==> config.mk <==
export PLATFORM = sky130hd
export DESIGN_NAME = button_led_array
export DESIGN_NICKNAME = d
export VERILOG_FILES = /design/src/rtl/button_led_array.sv
export SDC_FILE = /design/constraint.sdc
export NUM_CORES = 1
export LEC_CHECK = 0
export BUFFER_PORTS_ARGS = -buffer_cell sky130_fd_sc_hd__buf_2
export CORE_ASPECT_RATIO = 2
export CORE_MARGIN = 2
export CORE_UTILIZATION = 54
export DETAILED_ROUTE_END_ITERATION = 8
export HOLD_SLACK_MARGIN = 0.06
export PLACE_DENSITY = 0.76
export SYNTH_ARGS = -nofsm -noshare
export SYNTH_HDL_FRONTEND = slang
export SYNTH_SLANG_ARGS = --single-unit
==> constraint.sdc <==
create_clock -name CLK -period 1.7 [get_ports CLK]
set_input_delay 0.255 -clock CLK [delete_from_list [all_inputs] [get_ports CLK]]
set_output_delay 0.255 -clock CLK [all_outputs]
set_load 0.01 [all_outputs]
==> src/rtl/button_led_array.sv <==
// Multi-channel push-button front end: per channel a two-flop synchroniser,
// a debouncer with press strobe, and an LED driver (follow, toggle or pulse-stretch).
module button_led_array #(
  parameter int CHANNELS          = 4,
  parameter int DEBOUNCE_CYCLES   = 50000,
  parameter int MODE              = 0,
  parameter int STRETCH_CYCLES    = 25000000,
  parameter bit BUTTON_ACTIVE_LOW = 1'b0
) (
  input  logic                CLK,
  input  logic                RST_N,
  input  logic [CHANNELS-1:0] BUTTON,
  output logic [CHANNELS-1:0] LED,
  output logic [CHANNELS-1:0] STATE,
  output logic [CHANNELS-1:0] PRESS
);

  typedef enum logic [1:0] {
    LED_FOLLOW  = 2'd0,
    LED_TOGGLE  = 2'd1,
    LED_STRETCH = 2'd2
  } led_mode_e;

  // Unrecognised MODE values fall back to follow.
  localparam led_mode_e LED_MODE = (MODE == 1) ? LED_TOGGLE :
                                   (MODE == 2) ? LED_STRETCH : LED_FOLLOW;

  localparam int DB_W = (DEBOUNCE_CYCLES > 1) ? $clog2(DEBOUNCE_CYCLES) : 1;
  localparam logic [DB_W-1:0] DB_LAST = DB_W'(DEBOUNCE_CYCLES - 1);

  for (genvar i = 0; i < CHANNELS; i++) begin : g_ch
    logic            s1;
    logic            s2;
    logic            state_q;
    logic            press_q;
    logic [DB_W-1:0] db_cnt;
    logic            accept;

    always_comb accept = (s2 != state_q) && (db_cnt == DB_LAST);

    always_ff @(posedge CLK) begin
      if (!RST_N) begin
        s1      <= 1'b0;
        s2      <= 1'b0;
        state_q <= 1'b0;
        press_q <= 1'b0;
        db_cnt  <= '0;
      end else begin
        s1      <= BUTTON[i] ^ BUTTON_ACTIVE_LOW;
        s2      <= s1;
        // Strobe rises in the same cycle STATE first reads 1.
        press_q <= accept & s2;
        if (s2 == state_q) begin
          db_cnt <= '0;
        end else if (accept) begin
          state_q <= s2;
          db_cnt  <= '0;
        end else begin
          db_cnt <= db_cnt + DB_W'(1);
        end
      end
    end

    assign STATE[i] = state_q;
    assign PRESS[i] = press_q;

    if (LED_MODE == LED_TOGGLE) begin : g_toggle
      logic toggle_q;

      always_ff @(posedge CLK) begin
        if (!RST_N) begin
          toggle_q <= 1'b0;
        end else if (press_q) begin
          toggle_q <= ~toggle_q;
        end
      end

      assign LED[i] = toggle_q;
    end else if (LED_MODE == LED_STRETCH) begin : g_stretch
      localparam int ST_W = $clog2(STRETCH_CYCLES + 1);
      localparam logic [ST_W-1:0] ST_LOAD = ST_W'(STRETCH_CYCLES);

      logic [ST_W-1:0] st_cnt;
      logic            st_led;

      // LED drops on the edge the counter leaves 1, giving exactly
      // STRETCH_CYCLES lit cycles; a new press reloads without a gap.
      always_ff @(posedge CLK) begin
        if (!RST_N) begin
          st_cnt <= '0;
          st_led <= 1'b0;
        end else if (press_q) begin
          st_cnt <= ST_LOAD;
          st_led <= 1'b1;
        end else if (st_cnt != '0) begin
          st_cnt <= st_cnt - ST_W'(1);
          st_led <= (st_cnt != ST_W'(1));
        end else begin
          st_led <= 1'b0;
        end
      end

      assign LED[i] = st_led;
    end else begin : g_follow
      assign LED[i] = state_q;
    end
  end

endmodule

==> run_summary.xml <==
<?xml version="1.0" encoding="UTF-8"?>
<metrics>
  <group name="timing">
    <metric name="worst_slack" unit="ns">-0.0329</metric>
    <metric name="maximum_operating_frequency" unit="MHz">577</metric>
    <metric name="fin_tns_setup" unit="ns">-0.260</metric>
    <metric name="timing.max_slew.rel_slack" unit="">0.637</metric>
    <metric name="finalWorstPathRequiredPeriod" unit="ns">1.73</metric>
    <metric name="slew_viol_final" unit="">0</metric>
    <metric name="final.setup_skew" unit="ns">0.00696</metric>
    <metric name="setup-violations-final" unit="">14</metric>
    <metric name="post-route-period-util" unit="">1.02</metric>
    <metric name="unrepaired_setup_endpoints_after_global_routing" unit="">true</metric>
    <metric name="final-hold-violation-count" unit="">0</metric>
    <metric name="worst-slew-pin-transition" unit="ns">0.543</metric>
  </group>
  <group name="power_and_ir_drop">
    <metric name="vdd_ir_max" unit="uV">594</metric>
    <metric name="total_leakage_power" unit="nW">1.33</metric>
    <metric name="power_density" unit="nW/um^2">913</metric>
  </group>
  <group name="finish">
    <metric name="final_nets" unit="">419</metric>
    <metric name="finish.instance_area" unit="sq um">4040</metric>
    <metric name="insertedDiodeCount" unit="">0</metric>
    <metric name="layout-area-overhead-vs-synth" unit="%">17.1</metric>
    <metric name="final.fill_count" unit="">514</metric>
    <metric name="layout-drive-gt1-share" unit="">0.196</metric>
  </group>
  <group name="global_routing">
    <metric name="grt_start_max_net_pins" unit="">17</metric>
    <metric name="grt_overflow" unit="">0</metric>
    <metric name="grt_pass1_wl" unit="mm">10.8</metric>
    <metric name="first_global_vias" unit="">2555</metric>
    <metric name="number_of_antenna_violations_at_the_first_check_in_global_routing" unit="">0</metric>
    <metric name="globalRouteTotalUtil" unit="">0.207</metric>
  </group>
  <group name="drt">
    <metric name="drc" unit="">0</metric>
    <metric name="firstDrtPassIters" unit="">4</metric>
    <metric name="first_iter_violations" unit="">163</metric>
    <metric name="detailroute.via_count" unit="">2650</metric>
    <metric name="detail_route.wl_per_cell" unit="um">13.3</metric>
    <metric name="ant_nets" unit="">0</metric>
    <metric name="finalWirelength" unit="mm">6.63</metric>
    <metric name="drt-vias-per-instance" unit="">5.31</metric>
  </group>
  <group name="logic_synthesis">
    <metric name="synth.yosys.warnings" unit="">0</metric>
    <metric name="number_of_flip_flops_and_latches_in_the_synthesized_netlist" unit="">80</metric>
    <metric name="synth_cell_types" unit="">31</metric>
    <metric name="syn_inst" unit="">379</metric>
    <metric name="synth.yosys.seq_area_share" unit="">0.465</metric>
    <metric name="mean_area_per_synthesized_cell" unit="sq um">9.10</metric>
    <metric name="synthesis.nets" unit="">389</metric>
    <metric name="netlist_area" unit="sq um">3450</metric>
  </group>
  <group name="clock_tree">
    <metric name="cts_tree" unit="">done</metric>
    <metric name="clock_latency_reported_for_the_late_side_of_the_worst_skew_pair" unit="ns">0.34</metric>
    <metric name="cts.root.buffer_cell" unit="">sky130_fd_sc_hd__clkbuf_16</metric>
    <metric name="ctsHtreeMaxLevel" unit="">3</metric>
    <metric name="cts_buffers" unit="">9</metric>
    <metric name="clkTransAtPathRegs" unit="ns">0.06</metric>
    <metric name="cts-root-to-sink-buffers" unit="">2</metric>
    <metric name="clock-sinks" unit="">80</metric>
  </group>
  <group name="setup_path">
    <metric name="critPathLaunchType" unit="">flop</metric>
    <metric name="critical_path_required" unit="ns">1.93</metric>
    <metric name="setup.worst_path.end_class" unit="">flop</metric>
    <metric name="critical_path_class" unit="">flop to flop</metric>
    <metric name="arrival" unit="ns">1.96</metric>
    <metric name="path_max_fanout" unit="">4</metric>
  </group>
  <group name="run">
    <metric name="drv_cap" unit="">0</metric>
  </group>
  <group name="die">
    <metric name="initial_utilization" unit="">0.551</metric>
    <metric name="dieWidth" unit="um">60.5</metric>
    <metric name="coreArea" unit="sq um">6260</metric>
    <metric name="row_count" unit="">41</metric>
    <metric name="fp.dieH" unit="um">117</metric>
    <metric name="ios" unit="">18</metric>
    <metric name="die_area" unit="sq um">7080</metric>
  </group>
  <group name="worst_hold_path">
    <metric name="worstHoldPathType" unit="">input pin to flop</metric>
  </group>
  <group name="place">
    <metric name="place.port_buffers" unit="">17</metric>
    <metric name="post_dp_area" unit="sq um">3680</metric>
    <metric name="globalplace.congestion" unit="">0.820</metric>
    <metric name="detailed_placement_wirelength_estimate" unit="mm">4.30</metric>
  </group>
  <group name="status">
    <metric name="outcome" unit="">finished, violations left</metric>
    <metric name="violated_checks" unit="">negative setup slack</metric>
  </group>
</metrics>
## final timing paths
path / start / to / slack (ns) / depth (start not counted)
worst min-delay path: BUTTON[0] / g_ch[0].s1 / 0.13 / 2
worst max-delay path: g_ch[3].db_cnt[12] / g_ch[3].state_q / -0.03 / 4
worst max register to register: g_ch[3].db_cnt[12] / g_ch[3].state_q / -0.03 / 4
worst min register to register: g_ch[2].s1 / g_ch[2].s2 / 0.43 / 1
## what timing repair did
| item | CTS | global route |
|---|---|---|
| endpoints found under the hold margin | 0 | 0 |
| setup buffers | 0 | 1 |
| hold buffers | 0 | 0 |
| gates resized for setup | 1 | 19 |
| gates cloned | 2 | 0 |
| setup endpoints to repair | 29 | 33 |
| pin swaps | 4 | 9 |
## stage by stage
stage          total power, mW  utilization  cells  worst slack, ns  hold WS [ns]
6_report                  3.68        0.645    499          -0.0329         0.127
5_1_grt                   3.82        0.645    499           -0.106         0.132
4_1_cts                   3.73        0.635    498          -0.0419         0.114
3_5_place_dp              1.99        0.588    481          -0.0389         0.418
3_3_place_gp              1.98        0.588    481         -0.00516         0.419
2_1_floorplan             1.97            -    379          -0.0284         0.382
## kinds of logic (layout without fill, tap and decap cells)
kind of cell / count (synthesis) / in the layout / synth area share
flip-flops: 80 / 80 / 0.465
AO/OA/AOI/OAI: 4 / 4 / 0.00799
XOR/XNOR: 58 / 58 / 0.147
multiplexers: 4 / 4 / 0.0116
AND/OR/NAND/NOR: 194 / 196 / 0.297
adder cells (fa/ha/maj): 4 / 4 / 0.0145
buffers and inverters: 35 / 67 / 0.0566
## state kept, by name (all words and copies together) (netlist names)
| name | count |
|---|---|
| g_ch.press_q | 4 |
| g_ch.s1 | 4 |
| g_ch.state_q | 4 |
| g_ch.s2 | 4 |
| g_ch.db_cnt | 64 |
## cells in the final DEF (no fill, tap or decap), types with 2 or more instances in the layout
cell type,netlist,final
sky130_fd_sc_hd__nand2_1,15,15
sky130_fd_sc_hd__ha_1,4,4
sky130_fd_sc_hd__nor2b_1,4,4
sky130_fd_sc_hd__dfxtp_2,0,5
sky130_fd_sc_hd__and2_1,8,8
sky130_fd_sc_hd__nand4b_1,2,2
sky130_fd_sc_hd__buf_4,12,16
sky130_fd_sc_hd__nor4_1,17,17
sky130_fd_sc_hd__nand4_1,17,17
sky130_fd_sc_hd__nor2_2,0,11
sky130_fd_sc_hd__and3_1,5,5
sky130_fd_sc_hd__buf_12,0,2
sky130_fd_sc_hd__inv_1,17,17
sky130_fd_sc_hd__xor2_1,13,13
sky130_fd_sc_hd__nor2_1,71,60
sky130_fd_sc_hd__or4_4,2,4
sky130_fd_sc_hd__nand3_2,1,2
sky130_fd_sc_hd__nor4b_1,3,3
sky130_fd_sc_hd__nand3_1,22,21
sky130_fd_sc_hd__buf_2,0,17
sky130_fd_sc_hd__a31o_2,2,2
sky130_fd_sc_hd__dfxtp_1,80,74
sky130_fd_sc_hd__xnor2_1,45,45
sky130_fd_sc_hd__clkinv_2,0,2
sky130_fd_sc_hd__mux2i_1,4,4
sky130_fd_sc_hd__nor4bb_1,2,2
sky130_fd_sc_hd__clkbuf_16,0,9
sky130_fd_sc_hd__nand3_4,1,3
sky130_fd_sc_hd__clkinvlp_4,0,2
sky130_fd_sc_hd__nor3_1,19,18
## synth_stat cells (all sizes together)
| master | number | area, sq um |
|---|---|---|
| and3 | 5 | 31.3 |
| nor2 | 71 | 267 |
| nor4b | 3 | 26.3 |
| inv | 17 | 63.8 |
| or4 | 4 | 37.5 |
| nor4 | 17 | 106 |
| a31o | 2 | 17.5 |
| nand4b | 2 | 17.5 |
| or4bb | 1 | 11.3 |
| nand4bb | 1 | 27.5 |
| nand3 | 24 | 138 |
| nor4bb | 2 | 20.0 |
| clkbuf | 4 | 15.0 |
| nor2b | 4 | 25.0 |
| dfxtp | 80 | 1600 |
| and4b | 1 | 10.0 |
| nand4 | 17 | 106 |
| and2 | 8 | 50.1 |
| buf | 14 | 116 |
| xor2 | 13 | 114 |
| ha | 4 | 50.1 |
| xnor2 | 45 | 394 |
| nand2 | 15 | 56.3 |
| mux2i | 4 | 40.0 |
| nor3 | 19 | 95.1 |
| a21oi | 2 | 10.0 |
## per-layer routing
metal,share of wire,track usage,vias up
met5,0,0,-
met4,0.041,0.165,0
met3,0.033,0.0418,28
met2,0.53,0.357,67
met1,0.40,0.207,1210
li1,-,-,1345
## power breakdown
| part | switching, mW | total, mW | internal (mW) |
|---|---|---|---|
| sequential | 0.00708 | 1.89 | 1.89 |
| clock | 0.720 | 1.73 | 1.01 |
| combinational | 0.0340 | 0.0572 | 0.0232 |
| total | 0.761 | 3.68 | 2.92 |
## cell type report
type,count,area (sq um),share of cell area
sequential,80,1610,0.399
tap,86,108,0.0267
timing repair buffer,35,245,0.0608
clock inverter,5,33.8,0.00837
multi-input combinational,266,1730,0.430
clock buffer,10,239,0.0592
inverter,17,63.8,0.0158
## worst max-delay path, cell delays in order (launching register included)
cell and delay (ns):
sky130_fd_sc_hd__dfxtp_2 0.31, sky130_fd_sc_hd__or4bb_1 0.49, sky130_fd_sc_hd__or4_4 0.58, sky130_fd_sc_hd__mux2i_1 0.18
sky130_fd_sc_hd__nor2b_1 0.06
No activity file was read; power rests on OpenSTA's default activity.
